### src/rtl/countdown_timer_pkg.sv
// Shared definitions for the MM:SS countdown timer: digit moduli, FSM encoding
// and the per-digit load saturation helper.
package countdown_timer_pkg;

  localparam int unsigned SEC_ONES_L = 10;
  localparam int unsigned SEC_TENS_L = 6;
  localparam int unsigned MIN_ONES_L = 10;
  localparam int unsigned MIN_TENS_L = 6;

  localparam int unsigned ONES_W = $clog2(SEC_ONES_L);
  localparam int unsigned TENS_W = $clog2(SEC_TENS_L);

  typedef enum logic [1:0] {
    IDLE   = 2'd0,
    RUN    = 2'd1,
    PAUSED = 2'd2,
    DONE   = 2'd3
  } state_e;

  // Clamp a loaded BCD digit to the largest legal value of a modulo-l digit.
  function automatic logic [3:0] sat_digit(input logic [3:0] d, input int unsigned l);
    return (d > 4'(l - 1)) ? 4'(l - 1) : d;
  endfunction

endpackage

### src/rtl/countdown_timer_if.sv
// Control/status bundle between the key decoder, the timer and the digit renderers.
interface countdown_timer_if;
  logic        load;
  logic [15:0] load_val;
  logic        start_stop;
  logic [15:0] digits;
  logic        running;
  logic        expired;
  logic        done;

  modport master (
    output load, load_val, start_stop,
    input  digits, running, expired, done
  );

  modport slave (
    input  load, load_val, start_stop,
    output digits, running, expired, done
  );
endinterface

### src/rtl/countdown_timer_lim_dec.sv
// Modulo-L digit decrementor with borrow in/out; input is first clamped to L-1.
module lim_dec #(
  parameter int unsigned L = 10,
  parameter int unsigned N = $clog2(L)
) (
  input  logic [N-1:0] a,
  input  logic         bi,
  output logic [N-1:0] diff,
  output logic         bo
);

  logic [N-1:0] a_sat;

  always_comb begin
    a_sat = (a > N'(L - 1)) ? N'(L - 1) : a;
    diff  = a_sat;
    bo    = 1'b0;
    if (bi) begin
      if (a_sat == '0) begin
        diff = N'(L - 1);
        bo   = 1'b1;
      end else begin
        diff = a_sat - N'(1);
      end
    end
  end

endmodule

### src/rtl/countdown_timer.sv
// MM:SS countdown timer: prescaled one-second ticks drive a borrow chain of
// modulo-L digit decrementors; stops and flags expiry at 00:00.
module countdown_timer
  import countdown_timer_pkg::*;
#(
  parameter int unsigned TICK_DIV = 100000000
) (
  input  logic               clk,
  input  logic               reset,
  countdown_timer_if.slave   bus
);

  localparam int unsigned CNT_W = $clog2(TICK_DIV);

  state_e             state_q;
  logic [CNT_W-1:0]   presc_q;
  logic [ONES_W-1:0]  so_q, mo_q;
  logic [TENS_W-1:0]  st_q, mt_q;
  logic               running_q, expired_q, done_q;

  logic [ONES_W-1:0]  so_d, mo_d;
  logic [TENS_W-1:0]  st_d, mt_d;
  logic               so_bo, st_bo, mo_bo, mt_bo;
  logic               tick_c, cnt_zero_c, dec_zero_c;

  assign tick_c     = (state_q == RUN) && (presc_q == CNT_W'(TICK_DIV - 1));
  assign cnt_zero_c = ({mt_q, mo_q, st_q, so_q} == '0);
  assign dec_zero_c = ({mt_d, mo_d, st_d, so_d} == '0);

  // Borrow ripples seconds-ones -> seconds-tens -> minutes-ones -> minutes-tens.
  lim_dec #(.L(SEC_ONES_L)) u_so (.a(so_q), .bi(tick_c), .diff(so_d), .bo(so_bo));
  lim_dec #(.L(SEC_TENS_L)) u_st (.a(st_q), .bi(so_bo),  .diff(st_d), .bo(st_bo));
  lim_dec #(.L(MIN_ONES_L)) u_mo (.a(mo_q), .bi(st_bo),  .diff(mo_d), .bo(mo_bo));
  lim_dec #(.L(MIN_TENS_L)) u_mt (.a(mt_q), .bi(mo_bo),  .diff(mt_d), .bo(mt_bo));

  always_ff @(posedge clk or posedge reset) begin
    if (reset) begin
      state_q   <= IDLE;
      presc_q   <= '0;
      so_q      <= '0;
      st_q      <= '0;
      mo_q      <= '0;
      mt_q      <= '0;
      running_q <= 1'b0;
      expired_q <= 1'b0;
      done_q    <= 1'b0;
    end else begin
      done_q <= 1'b0;
      if (bus.load) begin
        so_q      <= ONES_W'(sat_digit(bus.load_val[3:0],   SEC_ONES_L));
        st_q      <= TENS_W'(sat_digit(bus.load_val[7:4],   SEC_TENS_L));
        mo_q      <= ONES_W'(sat_digit(bus.load_val[11:8],  MIN_ONES_L));
        mt_q      <= TENS_W'(sat_digit(bus.load_val[15:12], MIN_TENS_L));
        state_q   <= IDLE;
        presc_q   <= '0;
        running_q <= 1'b0;
        expired_q <= 1'b0;
      end else begin
        case (state_q)
          IDLE, PAUSED: begin
            if (bus.start_stop && !cnt_zero_c) begin
              state_q   <= RUN;
              running_q <= 1'b1;
            end
          end
          RUN: begin
            if (tick_c) begin
              presc_q <= '0;
              // A final borrow would mean wrapping below 00:00; never let it land.
              if (!mt_bo) begin
                so_q <= so_d;
                st_q <= st_d;
                mo_q <= mo_d;
                mt_q <= mt_d;
              end
              if (dec_zero_c) begin
                state_q   <= DONE;
                running_q <= 1'b0;
                expired_q <= 1'b1;
                done_q    <= 1'b1;
              end else if (bus.start_stop) begin
                state_q   <= PAUSED;
                running_q <= 1'b0;
              end
            end else begin
              presc_q <= presc_q + CNT_W'(1);
              if (bus.start_stop) begin
                state_q   <= PAUSED;
                running_q <= 1'b0;
              end
            end
          end
          DONE: ;
        endcase
      end
    end
  end

  assign bus.digits  = {1'b0, mt_q, mo_q, 1'b0, st_q, so_q};
  assign bus.running = running_q;
  assign bus.expired = expired_q;
  assign bus.done    = done_q;

endmodule

### src/flat_wrapper.sv
// flat-port wrapper written by rule: the top's interface ports become plain ports
module countdown_timer_flat import countdown_timer_pkg::*;
#(
  parameter int unsigned TICK_DIV = 100000000
)
  (clk, reset, bus_load, bus_load_val, bus_start_stop, bus_digits, bus_running, bus_expired, bus_done);
  countdown_timer_if bus_i ();
  input  logic clk;
  input  logic reset;
  input wire logic [$bits(bus_i.load)-1:0] bus_load;
  input wire logic [$bits(bus_i.load_val)-1:0] bus_load_val;
  input wire logic [$bits(bus_i.start_stop)-1:0] bus_start_stop;
  output wire logic [$bits(bus_i.digits)-1:0] bus_digits;
  output wire logic [$bits(bus_i.running)-1:0] bus_running;
  output wire logic [$bits(bus_i.expired)-1:0] bus_expired;
  output wire logic [$bits(bus_i.done)-1:0] bus_done;
  assign bus_i.load = bus_load;
  assign bus_i.load_val = bus_load_val;
  assign bus_i.start_stop = bus_start_stop;
  assign bus_digits = bus_i.digits;
  assign bus_running = bus_i.running;
  assign bus_expired = bus_i.expired;
  assign bus_done = bus_i.done;
  countdown_timer #(.TICK_DIV(TICK_DIV)) u_core (.clk(clk), .reset(reset), .bus(bus_i));
endmodule
### config.mk
export PLATFORM = sky130hd
export DESIGN_NAME = countdown_timer_flat
export DESIGN_NICKNAME = d
export VERILOG_FILES = /design/src/rtl/countdown_timer_pkg.sv /design/src/rtl/countdown_timer_if.sv /design/src/rtl/countdown_timer_lim_dec.sv /design/src/rtl/countdown_timer.sv /design/src/flat_wrapper.sv
export SDC_FILE = /design/constraint.sdc
export NUM_CORES = 1
export LEC_CHECK = 0
export CORE_ASPECT_RATIO = 0.5
export CORE_MARGIN = 2
export CORE_UTILIZATION = 64
export DETAILED_ROUTE_END_ITERATION = 6
export DONT_BUFFER_PORTS = 1
export PLACE_DENSITY = 0.8
export SLEW_MARGIN = 10
export SYNTH_ARGS = -nofsm -noshare
export SYNTH_HDL_FRONTEND = slang
export SYNTH_SLANG_ARGS = --single-unit
### constraint.sdc
create_clock -name clk -period 3 [get_ports clk]
set_clock_uncertainty 0.2 [all_clocks]
set_input_delay 0.3 -clock clk [delete_from_list [all_inputs] [get_ports clk]]
set_output_delay 0.3 -clock clk [all_outputs]
set_load 0.05 [all_outputs]
# Word level (Yosys, flattened, before mapping)
# Index checks and enable logic that the tools add are counted.
[word_totals] ff_bits=46 latch_bits=0 ram_bits=0 romBits=0 input_bits=20 out_inout_bits=19 wordCells=108 mem_count=0
[classes] addsub=5 multipliers=0 div_mod_pow=0 order_cmp=8 eq_ne=5 shift=0 mux=63 bitwise_logic=0 n_reduce_logical=18
[ops] op="$mux W27" n=3
[ops] op="$mux W4" n=16
[ops] op="$mux W3" n=16
[ops] op="$logic_not A14 Y1" n=2
[ops] op="$add A27 B1 Y27 const B" n=1
[ops] op="$eq A27 B27 Y1 const B" n=1
[ops] op="$mux W1" n=21
[ops] op="$gt A4 B4 Y1 const B" n=4
[ops] op="$mux W2" n=5
[ops] op="$gt A4 B3 Y1 const B" n=2
[ops] op="$logic_not A4 Y1" n=2
[ops] op="$sub A4 B1 Y4 const B" n=2
[ops] op="$gt A3 B3 Y1 const B" n=2
[ops] op="$logic_not A3 Y1" n=2
[ops] op="$reduce_and A3 Y1" n=2
[ops] op="$reduce_bool A2 Y1" n=3
[ops] op="$sub A3 B1 Y3 const B" n=2
[ops] op="$pmux W2 S2" n=1
[ops] op="$ne A3 B2 Y1 const B" n=1
[ops] op="$reduce_bool A3 Y1" n=1
[ops] op="$eq A2 B1 Y1 const B" n=1
[ops] op="$eq A2 B2 Y1 const B" n=1
[ops] op="$logic_and A1 B1 Y1" n=2
[ops] op="$logic_not A2 Y1" n=1
[ops] op="other kinds (5)" n=5

# Depth between registers and ports, before layout
# Gate-level depths: netlist of the first run.
[depth] depth_word=13 mapped_depth=8 ltp_nobuf=8

# Modules after synthesis
# A second synthesis of the first run with hierarchy kept.
[hier_totals] hier_cells=323 hier_area_um2=2965.3
[by_module_without_submodules] module="countdown_timer" n_inst=1 cells_each=265 area_per_inst_um2=2549.9 seq_area_each_um2=1151.1
[by_module_without_submodules] module="lim_dec at u_core.u_mo ..." n_inst=2 cells_each=17 area_per_inst_um2=122.6 seq_area_each_um2=0.0
[by_module_without_submodules] module="lim_dec at u_core.u_mt ..." n_inst=2 cells_each=12 area_per_inst_um2=85.1 seq_area_each_um2=0.0

# Worst setup path after synthesis of the first run
# No wires, ideal clock.
[synth_timing] path_type="reg2reg" startpoint="reg u_core.so_q[0]" endpoint="reg u_core.running_q (netlist: u_core.bus.running)" setup_time_ns=0.124 arrival_time_ns=2.549 required_ns=2.676 path_slack_ns=0.127 stages_incl_launch_ff=8 path_buffers=1 synth_period_minus_slack_ns=2.873 cell_sequence="dfrtp_1 > clkbuf_2 > nor4_2 > and2_1 > nand4_1 > mux2i_1 > or4_4 > o2bb2ai_1"
[synth_via] elab_chain_len=13 word_cells_on_any_way=23 classes_between="add/sub: 1; order compare: 1; eq/ne: 1; mux: 14; reduce/logical: 6"
[synth_rtl] element="from (decl)" line_no="countdown_timer.sv:17" rtl="logic [ONES_W-1:0] so_q, mo_q;"
[synth_rtl] element="from (signal assigned)" line_no="countdown_timer.sv:50" rtl="so_q <= ONES_W'(sat_digit(bus.load_val[3:0], SEC_ONES_L));"
[synth_rtl] element="$gt A4 B4 Y1" line_no="countdown_timer_lim_dec.sv:15" rtl="a_sat = (a > N'(L - 1)) ? N'(L - 1) : a;"
[synth_rtl] element="$mux W4" line_no="countdown_timer_lim_dec.sv:15"
[synth_rtl] element="$logic_not A4 Y1" line_no="countdown_timer_lim_dec.sv:19" rtl="if (a_sat == '0) begin"
[synth_rtl] element="$mux W1" line_no="countdown_timer_lim_dec.sv:19"
[synth_rtl] element="$mux W1 (3 in series)" line_no="countdown_timer_lim_dec.sv:18" rtl="if (bi) begin"
[synth_rtl] element="$mux W3" line_no="countdown_timer_lim_dec.sv:18"
[synth_rtl] element="$logic_not A14 Y1" line_no="countdown_timer.sv:28" rtl="assign dec_zero_c = ({mt_d, mo_d, st_d, so_d} == '0);"
[synth_rtl] element="$mux W1" line_no="countdown_timer.sv:76" rtl="if (dec_zero_c) begin"
[synth_rtl] element="$mux W1" line_no="countdown_timer.sv:67" rtl="if (tick_c) begin"
[synth_rtl] element="$pmux W1 S2" line_no="countdown_timer.sv:59" rtl="case (state_q)"
[synth_rtl] element="$mux W1" line_no="countdown_timer.sv:49" rtl="if (bus.load) begin"
[synth_rtl] element="to (signal assigned)" line_no="countdown_timer.sv:56" rtl="running_q <= 1'b0;"
[synth_rtl] element="to (signal assigned)" line_no="countdown_timer.sv:63" rtl="running_q <= 1'b1;"
[synth_rtl] element="to (signal assigned)" line_no="countdown_timer.sv:78" rtl="running_q <= 1'b0;"
[synth_rtl] element="to (decl)" line_no="countdown_timer.sv:19" rtl="logic running_q, expired_q, done_q;"
# Several ways; a longest one is shown, not always the timed one.
# A chain may end at the register's enable or synchronous reset.

# Final worst setup path of the first run
[layout_timing] startpoint="reg u_core.presc_q[19]" endpoint="reg u_core.state_q[0]"
[layout_via] elab_chain_len=11 word_cells_on_any_way=14 classes_between="eq/ne: 1; mux: 11; reduce/logical: 2"
[layout_rtl] element="from (decl)" line_no="countdown_timer.sv:16" rtl="logic [CNT_W-1:0] presc_q;"
[layout_rtl] element="from (signal assigned)" line_no="countdown_timer.sv:86" rtl="presc_q <= presc_q + CNT_W'(1);"
[layout_rtl] element="$eq A27 B27 Y1 *" line_no="countdown_timer.sv:26" rtl="assign tick_c = (state_q == RUN) && (presc_q == CNT_W'(TICK_DIV - 1));"
[layout_rtl] element="$logic_and A1 B1 Y1 *" line_no="countdown_timer.sv:26"
[layout_rtl] element="$mux W1 (3 in series)" line_no="countdown_timer_lim_dec.sv:18"
[layout_rtl] element="$mux W3" line_no="countdown_timer_lim_dec.sv:18"
[layout_rtl] element="$logic_not A14 Y1" line_no="countdown_timer.sv:28"
[layout_rtl] element="$mux W2" line_no="countdown_timer.sv:76"
[layout_rtl] element="$mux W2 *" line_no="countdown_timer.sv:67"
[layout_rtl] element="$pmux W2 S2 *" line_no="countdown_timer.sv:59"
[layout_rtl] element="$mux W2 *" line_no="countdown_timer.sv:49"
[layout_rtl] element="to (signal assigned)" line_no="countdown_timer.sv:54" rtl="state_q <= IDLE;"
[layout_rtl] element="to (signal assigned)" line_no="countdown_timer.sv:62" rtl="state_q <= RUN;"
[layout_rtl] element="to (signal assigned)" line_no="countdown_timer.sv:77" rtl="state_q <= DONE;"
[layout_rtl] element="to (decl)" line_no="countdown_timer.sv:15" rtl="state_e state_q;"
# Mark *: on every way between the ends. The rest lies on a longest branch, timed or not.

==> results of run 1 <==
[registers in the layout, summed over array words and instances, names as in the netlist]
name,flops
u_core.presc_q,27
u_core.mo_q,4
u_core.so_q,4
u_core.mt_q,3
u_core.st_q,3
u_core.state_q,2
u_core.bus.done,1
u_core.bus.expired,1
u_core.bus.running,1
[per-layer routing]
metal | vias to the layer above | GRT usage, % | wire length [µm] | share of wire, %
met5 | - | 0 | 0 | 0
met4 | 0 | 7.991 | 120 | 1.5
met3 | 15 | 9.274 | 705 | 9.0
met2 | 143 | 55.41 | 3682 | 47
met1 | 1381 | 43.71 | 3339 | 43
li1 | 1309 | - | - | -
[synth_stat cells, drive strengths merged, types with 6 or more instances]
cell type,n,area share [%]
nand2,38,4.9
o21ai,18,3.1
nor2,51,6.5
a31oi,7,2.0
inv,8,1.0
nand4,12,2.6
a21oi,18,3.1
dfrtp,46,39
nor4,11,3.6
nand3,17,2.9
clkbuf,12,1.6
xor2,18,5.4
nor2b,6,1.3
[how the worst min path moves through the flow]
| stage | endpoint | start | cells past startpoint | slack, ps |
|---|---|---|---|---|
| final | u_core.so_q[0] | bus_load | 2 | -4 |
| after global routing | u_core.state_q[1] | bus_load | 2 | 4 |
| after CTS | u_core.so_q[0] | bus_load | 2 | 2 |
| after detailed placement | u_core.mo_q[0] | reset | 1 | 150 |
| after global placement | u_core.presc_q[0] | reset | 1 | 140 |
| after floorplan | u_core.so_q[2] | bus_load_val[3] | 1 | 190 |
[stage by stage]
stage          hold WS, ps  area, µm²  power (mW)  setup WS [ps]
6_report            -3.918       3428       1.414          199.6
3_5_place_dp         150.1       3115      0.9156          207.7
5_1_grt              4.022       3428       1.471          91.23
2_1_floorplan        193.9       2934      0.8618          127.3
4_1_cts              1.746       3428       1.412          194.2
3_3_place_gp         139.7       3115      0.9080          286.8
[where the power goes]
group          leakage (nW)  internal (mW)  switching [mW]
Combinational         0.727         0.0899           0.182
Clock                0.0573          0.267           0.209
Sequential            0.608          0.641          0.0263
[cells by family after synthesis]
family / after synthesis / synth area share, %
and+or+nand+nor: 173 / 31.21
muxes: 4 / 1.409
AOI/OAI and AO/OA: 72 / 16.74
xor gates and xnor gates: 22 / 6.575
DFF: 46 / 39.28
adders and majority gates: 3 / 1.281
other: 1 / 0.1280
buffers and inverters: 24 / 3.373
[worst max-delay path, stage by stage (launching register included)]
cell and delay [ps]:
sky130_fd_sc_hd__dfrtp_1 410, sky130_fd_sc_hd__or4_1 580, sky130_fd_sc_hd__nor4_4 440, sky130_fd_sc_hd__nand4_1 160
sky130_fd_sc_hd__mux2i_1 160, sky130_fd_sc_hd__or4_4 580, sky130_fd_sc_hd__a31oi_4 190
[cell type report]
class	instances	area (µm²)
clock buffer	6	82.58
clock inverter	1	30.03
fill	313	974.7
inverter	8	30.03
multi-input combinational	276	1690
sequential	46	1151
tap	57	71.32
timing repair buffer	43	372.9
==> reports/results.md, run 1 <==
• sky130_fd_sc_hd__dfrtp_1 — Primary FF master, synth
• 7846 µm — overall routed net length
• 0 — post-CTS setup buffers
• 20 — hold bufs inserted after CTS
• 4 — detailed-routing iteration count for the pre-antenna-repair pass
• 0 — setup violation total in the final timing report
• finished with violations — outcome
• 437 — Final Instance Count excl. Fillers
• 93.35% — crit share post-route
• 2800 ps — Period minus WS final
• 2830 ps — signal arrival time at the worst endpoint
• 357.1 MHz — upper clock frequency limit
• 403 — total number of nets in the final design
• 24.73% — headroom to the max-slew limit
• 186 — number of design-rule violations left by the first detailed-router iteration
• 2848 — total number of vias
• flip-flop to flip-flop — type of the worst setup path
• negative hold slack — failing checks
• done — clock tree from TritonCTS
• 0 — antenna violation net count after detailed routing
• 0 — number of synthesized flops with an enable pin
• 100.0% — proportion of register bits with asynchronous set or reset after synthesis
• 56 — Unique masters post-synth
• 5 — highest net fanout along the worst path
• 3030 ps — Req. time, crit path
• 1125 ps — Worst Tran Pin Value
• 0 — DRC violation count after routing
• 6 — logic depth of the worst register-to-register path
• 8.494 µm² — synthesized area divided by synthesized cell count
• u_core.presc_q[19] — source of the worst register-to-register timing path
• 13150 µm — global-route wire length before repair
• 2 — clk buf depth
• 0 — quantity of gates resized following cts
• u_core.presc_q[19] — worst setup path startpoint
• no — setup repair after global routing missed its margin
• 0.004403 mm² — CORE AREA
• 46 — number of clock sinks seen by CTS
• 5187 µm — hpwl dp
• 345 — number of instances in the synthesized netlist
• 1.392 nW — Static Leakage
• 11.05% — share of post-route cells with drive strength above 1
• 46 — total of flip-flops plus latches after synthesis
• u_core.state_q[0] — worst setup path endpoint
• 17.95 µm — Wirelength per Cell
• flip-flop — Worst setup EP type
• 0 — count of input and output buffers
• input pin to flip-flop — type of the tightest min-delay check
• 16.99% — Area Overhead vs Synth
• 5 — CTS buffer count
• 39.28% — share of the yosys chip area belonging to registers
• sky130_fd_sc_hd__clkbuf_8 — clock root buffer master
• 410 — cell count after placement
• 39 — I/O pins
• 1.005 — final weighted congestion of routability-driven global placement
• 0 — max capacitance violation total
• 0 — initial antenna violation count
• 0 — Warnings, synthesis
• sky130_fd_sc_hd__nor2_1 — most common cell after layout, fill and taps aside
• flip-flop — element type at the critical path start
• 0.005169 mm² — Die ar.
• u_core.state_q[0] — reg2reg end
• 0 — Pins Over Slew Limit
• 0 — antenna cells
• 2 — H-tree Lvls
• 2720 — via count of the first global-routing pass
• 33.19% — aggregate global-route resource usage
• 6.517 — routed via count divided by cell count
• 412.5 mW/mm² — Power per Cell Area
• 77.86% — final core occ
• 17 — num rows
• 0.2790 mV — maximum VDD drop
• -3.918 ps — Hold Slack
• 0 — overflow left after global routing
• 200 ps — r2r setup slk
• 51.85 µm — die boundary height
• 99.70 µm — Die W
• 66.55% — starting density of the core
• sky130_fd_sc_hd__nor2_1, sky130_fd_sc_hd__dfrtp_1, sky130_fd_sc_hd__nand2_1 — most used cells in the layout excluding fill and tap cells
• 1 — count of endpoints failing hold in the final timing report
• 30 — largest net degree at the start of global routing
• 0.002930 mm² — netlist area before placement
• 300 ps — clock latency on the worst-skew pair
• 0 ps — summed negative setup slack over all endpoints
• 80 ps — clock slew seen by the registers of the worst setup and hold paths
(Power assumes the default switching activity.)
==> inputs of run 2 (changes only) <==
--- a/config.mk
+++ b/config.mk
@@ -10,6 +10,7 @@
 export CORE_UTILIZATION = 64
 export DETAILED_ROUTE_END_ITERATION = 6
 export DONT_BUFFER_PORTS = 1
+export HOLD_SLACK_MARGIN = 0.1
 export PLACE_DENSITY = 0.8
 export SLEW_MARGIN = 10
 export SYNTH_ARGS = -nofsm -noshare
==> run 2 against run 1 <==
The run now ends clean. Clock-buffer cell count did not move. Worst setup slack worse by 150 ps. Power is 1.3% higher. Flip-flop and latch count unchanged. Non-clock buffer count grew 7. Die area unchanged. Combinational power up 5%. Clock power rose by 1%. Maximum frequency shrank 5.1%. Worst hold slack improved by 120 ps. Largest power group unchanged.
==> reports/results.md, run 2 (synthesized netlist as in run 1, its figures left out) <==
• flip-flop — element type at the critical path start
• 11.89% — share of post-route cells with drive strength above 1
• 176 — number of design-rule violations left by the first detailed-router iteration
• 410 — total number of nets in the final design
• 19.94% — Area Overhead vs Synth
• 0 — antenna cells
• 18.15 µm — Wirelength per Cell
• 428.5 µW — P_sw
• 98.33% — crit share post-route
• 8060 µm — overall routed net length
• 46 — number of clock sinks seen by CTS
• 298 — fillers
• flip-flop — Worst setup EP type
• 0 — setup violation total in the final timing report
• 2910 — total number of vias
• 5 — CTS buffer count
• 120.8 ps — Hold Slack
• input pin to flip-flop — type of the tightest min-delay check
• 1.004 mW — Power Internal
• 0 — max capacitance violation total
• finished, final reports clean — outcome
• 0 — overflow left after global routing
• 2 — clk buf depth
• 1062 ps — Worst Tran Pin Value
• 4 — detailed-routing iteration count for the pre-antenna-repair pass
• simple AND/OR/NAND/NOR gates — Largest delay share family, worst path
• 339.0 MHz — upper clock frequency limit
• 5187 µm — hpwl dp
• 2 — H-tree Lvls
• no — setup repair after global routing missed its margin
• sky130_fd_sc_hd__clkbuf_8 — clock root buffer master
• 0 — count of input and output buffers
• sky130_fd_sc_hd__nor2_1, sky130_fd_sc_hd__dfrtp_1, sky130_fd_sc_hd__nand2_1 — most used cells in the layout excluding fill and tap cells
• 0 — initial antenna violation count
• 80 ps — clock slew seen by the registers of the worst setup and hold paths
• 2940 ps — signal arrival time at the worst endpoint
• 38 — largest net degree at the start of global routing
• 0.005169 mm² — Die ar.
• 0 ps — summed negative setup slack over all endpoints
• 29.92% — switch share
• 66.55% — starting density of the core
• 0.2863 mV — maximum VDD drop
• 570 ps — highest cell delay on the worst timing path
• 46.6% — share of total power in sequential cells
• 39 — I/O pins
• 0 — count of endpoints failing hold in the final timing report
• 0.003115 mm² — Post-DP Area
• 2990 ps — Req. time, crit path
• u_core.presc_q — register with the most flip-flops
• 33.26% — aggregate global-route resource usage
• or4b_4, nor4_4, nand2_2, o21a_1, a31oi_1, o22ai_1, dlygate4sd3_1 — Critical Path, Cell by Cell
• 33.6% — power share of the clock group
• 0 — Pins Over Slew Limit
• 310 ps — clock latency on the worst-skew pair
• 2721 — via count of the first global-routing pass
• 27 — flip-flop count of the largest register, all copies and words added
• 0 — antenna violation net count after detailed routing
• flip-flop to flip-flop — type of the worst setup path
• sky130_fd_sc_hd__or4b_4 — slowest stage cell, crit path
• 79.82% — final core occ
• 407.5 mW/mm² — Power per Cell Area
• 1.005 — final weighted congestion of routability-driven global placement
• 1 — number of buffer and inverter stages on the critical path
• sky130_fd_sc_hd__nor2_1 — most common cell after layout, fill and taps aside
• 99.70 µm — Die W
• 13200 µm — global-route wire length before repair
• 0.004403 mm² — CORE AREA
• 17 — num rows
• 51.85 µm — die boundary height
• u_core.presc_q (27), u_core.mo_q (4), u_core.so_q (4) — Regs by FF count
• 1.432 mW — overall power
• 2950 ps — Period minus WS final
• 6.554 — routed via count divided by cell count
• 1.437 nW — Static Leakage
• 19.8% — portion of total power attributed to combinational logic
• 0 — DRC violation count after routing
• done — clock tree from TritonCTS
• 7 — highest net fanout along the worst path
• 28.77% — headroom to the max-slew limit
• 0.003515 mm² — Layout Cell Area excl Fill
[run 2: layer usage]
layer  vias up  global-route usage [%]  wire length [µm]
met1      1421                   43.06              3340
li1       1330                       -                 -
met4         0                   6.621               149
met5         -                       0                 0
met3        26                   9.543               703
met2       133                   56.98              3866
[run 2: power by group through the flow]
stage | sequential (mW) | clock [mW] | combinational [mW]
after global routing | 0.670 | 0.511 | 0.304
after detailed placement | 0.679 | 0 | 0.237
after CTS | 0.666 | 0.479 | 0.276
final | 0.668 | 0.481 | 0.284
after global placement | 0.677 | 0 | 0.231
after floorplan | 0.737 | 0 | 0.125
[run 2: worst register-to-register path: cells and delay by family, from the launching register on]
| family | cells | cell delay (ps) |
|---|---|---|
| DFF | 1 | 450 |
| AOI/OAI and AO/OA | 3 | 490 |
| buffers and inverters | 1 | 560 |
| and+or+nand+nor | 3 | 1140 |
[run 2: path summary, 6_finish.rpt]
check	start	to	slack (ps)	cells after the start
min	bus_load	u_core.mt_q[1]	120	2
max reg2reg	u_core.presc_q[8]	u_core.mo_q[2]	50	7
max in group asynchronous	reset	u_core.presc_q[9]	1500	3
min reg2reg	u_core.presc_q[1]	u_core.presc_q[1]	360	2
max	u_core.presc_q[8]	u_core.mo_q[2]	50	7
min in group asynchronous	reset	u_core.presc_q[20]	370	2
[run 2: timing repair]
item,4_1_cts,5_1_grt
setup endpoints to repair,0,2
buffers inserted,0,1
hold endpoints to repair,53,0
gates resized for setup,0,2
hold buffers,26,0
[run 2: area by class of cell]
class | count | area (µm²) | area share [%]
flip-flops and latches | 46 | 1151 | 32.75
repair buffers | 50 | 450.4 | 12.82
multi-input cells | 276 | 1699 | 48.34
clock buffers | 6 | 82.58 | 2.350
clock inverters | 1 | 30.03 | 0.8544
inverters | 8 | 30.03 | 0.8544
well taps | 57 | 71.32 | 2.029
[run 2: per-stage QoR]
stage | std cells | setup WS (ps)
after floorplan | 346 | 127.3
after global routing | 444 | 3.162
final | 444 | 50.07
after detailed placement | 410 | 207.7
after CTS | 443 | 28.30
after global placement | 410 | 286.8
==> inputs of run 3 (changes only) <==
--- a/config.mk
+++ b/config.mk
@@ -7,11 +7,11 @@
 export LEC_CHECK = 0
 export CORE_ASPECT_RATIO = 0.5
 export CORE_MARGIN = 2
-export CORE_UTILIZATION = 64
+export CORE_UTILIZATION = 68
 export DETAILED_ROUTE_END_ITERATION = 6
 export DONT_BUFFER_PORTS = 1
 export HOLD_SLACK_MARGIN = 0.1
-export PLACE_DENSITY = 0.8
+export PLACE_DENSITY = 0.84
 export SLEW_MARGIN = 10
 export SYNTH_ARGS = -nofsm -noshare
 export SYNTH_HDL_FRONTEND = slang
==> constraint.sdc (replaced) <==
create_clock -name clk -period 3.55 [get_ports clk]
set_clock_uncertainty 0.2 [all_clocks]
set_input_delay 0.355 -clock clk [delete_from_list [all_inputs] [get_ports clk]]
set_output_delay 0.355 -clock clk [all_outputs]
set_load 0.05 [all_outputs]
==> run 3 against run 2 <==
Die area down 5.5%. Worst setup slack improved by 440 ps. Global-route usage is 0.61 points higher. Clock power fell by 14%. Non-clock buffer count decreased by 20. Power fell by 17%. Core utilization rose by 3.3 points.
==> reports/results.md, run 3 (synthesized netlist as in run 1, its figures left out) <==
• finished, final reports clean — outcome
• 46 — number of clock sinks seen by CTS
• 0.9338 — final weighted congestion of routability-driven global placement
• bus_load — startpoint of the tightest hold check path
• 83.08% — final core occ
• u_core.presc_q[19] — source of the worst register-to-register timing path
• 2817 — total number of vias
• 0 — max capacitance violation total
• 0.004882 mm² — Die ar.
• 3070 ps — signal arrival time at the worst endpoint
• 2712 — via count of the first global-routing pass
• 7.880% — share of post-route cells with drive strength above 1
• 390 — total number of nets in the final design
• 52.0% — share of total power in sequential cells
• 4926 µm — hpwl dp
• 0 — setup violation total in the final timing report
• 90 ps — clock slew seen by the registers of the worst setup and hold paths
• 0 — count of endpoints failing hold in the final timing report
• 0 — antenna cells
• 31.64% — switch share
• 86.25% — crit share post-route
• 27 — flip-flop count of the largest register, all copies and words added
• 39 — I/O pins
• 0 — count of input and output buffers
• 376.6 µW — P_sw
• u_core.presc_q (27), u_core.mo_q (4), u_core.so_q (4) — Regs by FF count
• 0 — DRC violation count after routing
• 0 ps — summed negative setup slack over all endpoints
• input pin to flip-flop — type of the tightest min-delay check
• sky130_fd_sc_hd__nor2_1, sky130_fd_sc_hd__dfrtp_1, sky130_fd_sc_hd__nand2_1 — most used cells in the layout excluding fill and tap cells
• flip-flop to flip-flop — type of the worst setup path
• u_core.presc_q[19] — worst setup path startpoint
• 33.87% — aggregate global-route resource usage
• 215 — number of design-rule violations left by the first detailed-router iteration
• 0 — initial antenna violation count
• 50.42 µm — die boundary height
• 0 — antenna violation net count after detailed routing
• 0 — overflow left after global routing
• flip-flop — Worst setup EP type
• 590 ps — highest cell delay on the worst timing path
• 2 — H-tree Lvls
• 3062 ps — Period minus WS final
• sky130_fd_sc_hd__nor2_1 — most common cell after layout, fill and taps aside
• 3550 ps — Req. time, crit path
• 5 — detailed-routing iteration count for the pre-antenna-repair pass
• 0.2586 mV — maximum VDD drop
• 898.5 ps — Worst Tran Pin Value
• 0 — post-CTS setup buffers
• 5 — CTS buffer count
• u_core.presc_q — register with the most flip-flops
• 72.82% — starting density of the core
• sky130_fd_sc_hd__clkbuf_8 — clock root buffer master
• sky130_fd_sc_hd__or4_1 — slowest stage cell, crit path
• 34.6% — power share of the clock group
• or4_1, nor4_4, nand2_1, o21a_1, a31oi_1, o22ai_1, dlygate4sd3_1 — Critical Path, Cell by Cell
• 0.004024 mm² — CORE AREA
• 7867 µm — overall routed net length
• 813.6 µW — Power Internal
• 12930 µm — global-route wire length before repair
• 248 — fillers
• 13.4% — portion of total power attributed to combinational logic
• 0 — Pins Over Slew Limit
• 39.55% — headroom to the max-slew limit
• 320 ps — clock latency on the worst-skew pair
• 6.675 — routed via count divided by cell count
• 96.84 µm — Die W
• 5 — highest net fanout along the worst path
• 2 — clk buf depth
• 356.0 mW/mm² — Power per Cell Area
• done — clock tree from TritonCTS
• 16 — num rows
• 18.64 µm — Wirelength per Cell
• 326.6 MHz — upper clock frequency limit
• flip-flop — element type at the critical path start
• simple AND/OR/NAND/NOR gates — Largest delay share family, worst path
• no — setup repair after global routing missed its margin
• 47 — largest net degree at the start of global routing
• 1.190 mW — overall power
• 1.334 nW — Static Leakage
• 14.09% — Area Overhead vs Synth
• 1 — number of buffer and inverter stages on the critical path
run 3: cell count changes in the layout (fill, tap and decap cells not counted), sizes merged:
cell,change
buf,-16
clkbuf,-1
dlygate4sd3,-4
clkinvlp,+2
run 3: cell type report:
| class | count | area (µm²) | area share (%) |
|---|---|---|---|
| sequential | 46 | 1151 | 34.43 |
| clock buffer | 5 | 68.82 | 2.058 |
| multi-input combinational | 276 | 1690 | 50.56 |
| clock inverter | 3 | 45.04 | 1.347 |
| tap | 54 | 67.56 | 2.021 |
| inverter | 8 | 30.03 | 0.8982 |
| timing repair buffer | 30 | 290.3 | 8.683 |
run 3: metal layers:
metal	track usage [%]	part of all wire, %
met5	0	0
met4	13.85	2.7
met3	8.357	9.0
met2	57.52	48
met1	42.48	40
run 3: timing repair:
item	in CTS	in global routing
hold buffers	22	0
resized for setup	0	0
endpoints found under the hold margin	71	0
run 3: metrics by stage:
| stage | cells | hold WS, ps | setup slack (ps) | area, µm² |
|---|---|---|---|---|
| after detailed placement | 392 | 225.4 | 746.7 | 2999 |
| after global routing | 422 | 115.4 | 343.4 | 3343 |
| after floorplan | 346 | 248.9 | 677.3 | 2934 |
| after global placement | 392 | 213.5 | 829.6 | 2999 |
| after CTS | 422 | 104.9 | 584.8 | 3343 |
| final | 422 | 107.6 | 488.0 | 3343 |
run 3: power groups by stage:
| stage | registers (mW) | logic, mW | clock network [mW] |
|---|---|---|---|
| 2_1_floorplan | 0.623 | 0.105 | 0 |
| 3_3_place_gp | 0.626 | 0.122 | 0 |
| 3_5_place_dp | 0.627 | 0.127 | 0 |
| 4_1_cts | 0.617 | 0.156 | 0.412 |
| 5_1_grt | 0.622 | 0.174 | 0.433 |
| 6_report | 0.619 | 0.160 | 0.412 |
run 3: final timing paths:
| check | to | slack (ps) | depth (start not counted) |
|---|---|---|---|
| min in group asynchronous | u_core.presc_q[5] | 430 | 3 |
| worst max register to register | u_core.mo_q[2] | 490 | 7 |
| worst min register to register | u_core.presc_q[1] | 360 | 2 |
| max in group asynchronous | u_core.presc_q[23] | 2330 | 3 |
| worst min-delay path | u_core.presc_q[19] | 110 | 2 |
| worst max-delay path | u_core.mo_q[2] | 490 | 7 |
